$ cat config.mk
export PLATFORM = sky130hd
export DESIGN_NAME = ps2_event_fifo
export DESIGN_NICKNAME = d
export VERILOG_FILES = /design/src/rtl/ps2_event_fifo.sv
export SDC_FILE = /design/constraint.sdc
export NUM_CORES = 1
export LEC_CHECK = 0
export BUFFER_PORTS_ARGS = -buffer_cell sky130_fd_sc_hd__buf_2
export CAP_MARGIN = 10
export CORE_MARGIN = 2
export CORE_UTILIZATION = 49
export CTS_BUF_LIST = sky130_fd_sc_hd__clkbuf_2 sky130_fd_sc_hd__clkbuf_4 sky130_fd_sc_hd__clkbuf_8
export DETAILED_ROUTE_END_ITERATION = 6
export GPL_TIMING_DRIVEN = 0
export MAX_ROUTING_LAYER = met4
export PLACE_DENSITY = 0.66
export SLEW_MARGIN = 20
export SYNTH_ARGS = -nofsm -noshare
export SYNTH_HDL_FRONTEND = slang
export SYNTH_SLANG_ARGS = --single-unit
$ cat constraint.sdc
create_clock -name clk -period 4.4 [get_ports clk]
set_clock_uncertainty 0.1 [all_clocks]
set_input_delay 0.88 -clock clk [delete_from_list [all_inputs] [get_ports clk]]
set_output_delay 0.88 -clock clk [all_outputs]
set_load 0.01 [all_outputs]
$ cat src/rtl/ps2_event_fifo.sv
// PS/2 device-to-host receiver: glitch-filtered deframing, E0/F0 prefix merge into
// single key events {brk, ext, code}, buffered in a first-word-fall-through FIFO.
module ps2_event_fifo #(
   parameter int FIFO_DEPTH  = 8,
   parameter int FILTER_LEN  = 8,
   parameter int TIMEOUT_CYC = 50000,
   parameter int KEEP_BREAK  = 1
) (
   input  logic                            clk,
   input  logic                            reset,
   input  logic                            ps2d,
   input  logic                            ps2c,
   input  logic                            rx_en,
   input  logic                            rd_en,
   input  logic                            ovf_clr,
   output logic [9:0]                      dout,
   output logic                            valid,
   output logic                            full,
   output logic [$clog2(FIFO_DEPTH+1)-1:0] count,
   output logic                            overflow,
   output logic                            frame_err
);

   localparam int AW = (FIFO_DEPTH > 1) ? $clog2(FIFO_DEPTH) : 1;
   localparam int CW = $clog2(FIFO_DEPTH + 1);
   localparam int FW = $clog2(FILTER_LEN + 1);
   localparam int TW = $clog2(TIMEOUT_CYC + 1);

   localparam logic [1:0] S_IDLE   = 2'd0;
   localparam logic [1:0] S_DATA   = 2'd1;
   localparam logic [1:0] S_PARITY = 2'd2;
   localparam logic [1:0] S_STOP   = 2'd3;

   localparam logic [7:0] CODE_EXT = 8'hE0;
   localparam logic [7:0] CODE_BRK = 8'hF0;

   logic          c_s1, c_s2, d_s1, d_s2;
   logic          flt_c;
   logic [FW-1:0] flt_cnt;
   logic          fall;

   logic [1:0]    state;
   logic [2:0]    bit_cnt;
   logic [7:0]    shreg;
   logic          par;
   logic [TW-1:0] to_cnt;
   logic          byte_ok;
   logic [7:0]    byte_q;
   logic          err_q;

   logic          ext_f, brk_f;
   logic          push;
   logic [9:0]    push_evt;

   logic [9:0]    mem [FIFO_DEPTH];
   logic [AW-1:0] wr_ptr, rd_ptr;
   logic          pop, wr_ok, drop;

   // NOTE: every register uses non-blocking assignment so all flops sample the
   // pre-edge values; blocking here would collapse the synchroniser chain to one stage.
   always_ff @(posedge clk) begin
      if (reset) begin
         c_s1 <= 1'b1;
         c_s2 <= 1'b1;
         d_s1 <= 1'b1;
         d_s2 <= 1'b1;
      end else begin
         c_s1 <= ps2c;
         c_s2 <= c_s1;
         d_s1 <= ps2d;
         d_s2 <= d_s1;
      end
   end

   // Filtered clock flips only after FILTER_LEN consecutive differing samples.
   always_ff @(posedge clk) begin
      if (reset) begin
         flt_c   <= 1'b1;
         flt_cnt <= '0;
         fall    <= 1'b0;
      end else begin
         fall <= 1'b0;
         if (c_s2 == flt_c) begin
            flt_cnt <= '0;
         end else if (flt_cnt == FW'(FILTER_LEN - 1)) begin
            flt_c   <= c_s2;
            flt_cnt <= '0;
            fall    <= flt_c;
         end else begin
            flt_cnt <= flt_cnt + 1'b1;
         end
      end
   end

   always_ff @(posedge clk) begin
      if (reset) begin
         state   <= S_IDLE;
         bit_cnt <= '0;
         shreg   <= '0;
         par     <= 1'b0;
         to_cnt  <= '0;
         byte_ok <= 1'b0;
         byte_q  <= '0;
         err_q   <= 1'b0;
      end else begin
         byte_ok <= 1'b0;
         err_q   <= 1'b0;
         if (state != S_IDLE && !fall && to_cnt == TW'(TIMEOUT_CYC - 1)) begin
            state  <= S_IDLE;
            to_cnt <= '0;
            err_q  <= 1'b1;
         end else if (fall) begin
            to_cnt <= '0;
            case (state)
               S_IDLE: begin
                  if (rx_en && !d_s2) begin
                     state   <= S_DATA;
                     bit_cnt <= '0;
                  end
               end
               S_DATA: begin
                  shreg   <= {d_s2, shreg[7:1]};
                  bit_cnt <= bit_cnt + 1'b1;
                  if (bit_cnt == 3'd7) state <= S_PARITY;
               end
               S_PARITY: begin
                  par   <= d_s2;
                  state <= S_STOP;
               end
               default: begin
                  state <= S_IDLE;
                  if ((^{shreg, par}) && d_s2) begin
                     byte_ok <= 1'b1;
                     byte_q  <= shreg;
                  end else begin
                     err_q <= 1'b1;
                  end
               end
            endcase
         end else if (state != S_IDLE) begin
            to_cnt <= to_cnt + 1'b1;
         end
      end
   end

   assign frame_err = err_q;

   // NOTE: every signal driven in always_comb gets a default first, so no path
   // leaves it unassigned and no latch is inferred.
   always_comb begin
      push     = 1'b0;
      push_evt = {brk_f, ext_f, byte_q};
      if (byte_ok && byte_q != CODE_EXT && byte_q != CODE_BRK)
         push = !brk_f || (KEEP_BREAK != 0);
   end

   always_ff @(posedge clk) begin
      if (reset || err_q) begin
         ext_f <= 1'b0;
         brk_f <= 1'b0;
      end else if (byte_ok) begin
         if (byte_q == CODE_EXT) begin
            ext_f <= 1'b1;
         end else if (byte_q == CODE_BRK) begin
            brk_f <= 1'b1;
         end else begin
            ext_f <= 1'b0;
            brk_f <= 1'b0;
         end
      end
   end

   assign valid = (count != '0);
   assign full  = (count == CW'(FIFO_DEPTH));
   assign pop   = rd_en && valid;
   assign wr_ok = push && (!full || pop);
   assign drop  = push && full && !pop;
   assign dout  = valid ? mem[rd_ptr] : '0;

   // NOTE: the storage array has no reset; stale entries are never visible
   // because dout is gated by valid and count is reset.
   always_ff @(posedge clk) begin
      if (wr_ok) mem[wr_ptr] <= push_evt;
   end

   always_ff @(posedge clk) begin
      if (reset) begin
         wr_ptr <= '0;
         rd_ptr <= '0;
         count  <= '0;
      end else begin
         if (wr_ok) wr_ptr <= wr_ptr + 1'b1;
         if (pop)   rd_ptr <= rd_ptr + 1'b1;
         case ({wr_ok, pop})
            2'b10:   count <= count + 1'b1;
            2'b01:   count <= count - 1'b1;
            default: count <= count;
         endcase
      end
   end

   // A drop in the same cycle as a clear wins, so no lost event goes unreported.
   always_ff @(posedge clk) begin
      if (reset)        overflow <= 1'b0;
      else if (drop)    overflow <= 1'b1;
      else if (ovf_clr) overflow <= 1'b0;
   end

endmodule

==> reports/qor.csv <==
metric,value,unit
status,"complete, no violations",
Layout Utilization,56.1,%
layout cells sized above 1,19.3,%
global-route wire length before repair,17.5,mm
Initial Utilization,49.9,%
async set or reset register ratio after synthesis,0,%
core area,11900,sq um
Max Cap Violations,0,
synth top area cells,"edfxtp_1 40%, dfxtp_1 22%, mux4_2 7.6%, mux2i_1 4.0%, nor2_1 3.9%",
Final HPWL DP,7.21,mm
clock buffer depth,2,
antenna violations before repair,0,
GR Util All Layers,18.6,%
TritonCTS Buffers,17,
sequential share of the synthesized area,62.6,%
Mapped Area,5950,sq um
Synth Flop Type,edfxtp_1,
number of hold buffers added after CTS,0,
Post-synth top cells,"80 x edfxtp_1, 66 x dfxtp_1, 62 x nor2_1",
crit path DAT,2.21,ns
CTS tree,built,
post_cts resized,0,
count of final setup violators,0,
setup bufs post-CTS,0,
CP Data Required Time,3.42,ns
Synth Area per Inst,13.2,sq um
setup TNS,0,ns
critical path endpoint category,primary output,
DR pass1 iterations,4,
drc violations,0,
Fin. Hold Viols,0,
via count,3497,
unrepaired setup endpoints after global routing,no,
total die area,13000,sq um
max_slew headroom,30.2,%
post-synth top area cell,edfxtp_1,
vias in the first global route,3459,
final wirelength,10.5,mm
LEAKAGE,2.40,nW
antenna cells,0,
Die Y,114,um
clock root buffer,clkbuf_8,
Max H-tree Level,4,
top-count cell post-synth,edfxtp_1,
fin crit share,72.4,%
top-area cell type share of the netlist area,40.4,%
area delta synth->final,12.3,%
#FFs+latches synth,146,
Worst-path clk slew,0.08,ns
Final min period,3.19,ns
clock latency on the worst-skew pair,0.43,ns
YS warnings,0,
Mapped Cells,449,
average wire per standard cell,16.1,um
Syn Nets,469,
synth unique cells,45,
Via density,5.34,
FMAX,0.314,GHz
Detailed Route Iter0 Violations,198,
"Slew Viols, Final",0,
number of nets in the layout,516,
IO buf count,23,
CP Launch Type,flip-flop,
remaining antenna violation count,0,
Boundary Pins,25,
Critical Setup Path Class,flip-flop to primary output,
# rows,40,
GRT Residual Overflow,0,
Critical Path Fanout Max,10,
hold crit path type,flip-flop to flip-flop,
RePlAce Congestion,0.792,
worst-margin pin slew,1.04,ns
Die W,114,um
Post-synth EDFFs,80,
"IR drop worst, VDD",0.231,mV
Power Density,447,nW/um^2
largest net degree at the start of global routing,17,
clock sinks,146,
## worst max-delay path, stage by stage (launching register included)
cell	delay, ns
dfxtp_1	0.33
clkbuf_1	0.62
mux4_2	0.40
mux2i_1	0.19
nor2_1	0.07
buf_2	0.16
## final timing paths
kind,startpoint,endpoint,slack [ns],cells past startpoint
setup reg to reg,byte_q[2],mem[7][3],1.26,4
hold reg to reg,c_s1,c_s2,0.31,1
setup / recovery,flip-flop,dout[7],1.21,5
hold / removal,c_s1,c_s2,0.31,1
## cell families after synthesis
logic type / Yosys count / synth area share, %
multiplexers: 45 / 12.0
flip-flops: 146 / 62.6
AO/OA/AOI/OAI: 27 / 2.69
buffers and inverters: 30 / 2.04
AND/OR/NAND/NOR: 158 / 12.9
adder cells (fa/ha/maj): 13 / 2.86
XOR/XNOR: 30 / 4.90
## placed cells by master, fill, tap and decap left out, types with 16 or more instances in the layout
cell type and instances:
a21oi_1 16, nand2_1 27, mux2i_1 24, edfxtp_1 80, nor2_1 60, dfxtp_1 66, xnor2_1 18, buf_2 28
mux4_2 20, nand3_1 16, clkbuf_8 17
## registers in the layout, indices dropped and copies added (netlist names), 2 cells and up, named ones only
name and cells:
mem 80, bit_cnt 3, flt_cnt 4, state 2, shreg 8, count 4, byte_q 8, rd_ptr 3
wr_ptr 3, to_cnt 16
## final cells by class
cell class	instances	area [sq um]
Multi-Input combinational cell	273	2130
Fill cell	1026	5230
Tap cell	147	184
Clock buffer	19	249
Timing Repair Buffer	28	150
Clock inverter	12	118
Inverter	13	48.8
Sequential cell	146	3720
Buffer	17	72.6
## per-stage QoR
stage | worst slack (ns) | total power [mW] | hold WS (ns) | cell area (sq um) | std cells
after floorplan | 1.60 | 1.88 | 0.289 | 5950 | 449
after global placement | 0.415 | 2.04 | 0.296 | 6240 | 619
after detailed placement | 1.27 | 2.05 | 0.297 | 6310 | 624
after CTS | 1.16 | 3.03 | 0.316 | 6680 | 655
after global routing | 0.915 | 3.14 | 0.326 | 6680 | 655
final | 1.21 | 2.98 | 0.313 | 6680 | 655
## routing by layer
metal,GRT usage [%],share of wire [%],up-vias
met5,-,0,-
li1,-,-,1719
met1,21.2,43,1711
met2,31.7,52,56
met3,4.61,3.4,11
met4,7.07,1.2,0
## where the power goes
part / switching [mW] / internal, mW / total (mW) / leakage (nW)
logic: 0.298 / 0.238 / 0.536 / 0.934
registers: 0.0271 / 1.45 / 1.48 / 1.27
clock network: 0.469 / 0.504 / 0.973 / 0.191
(Power assumes the default switching activity.)
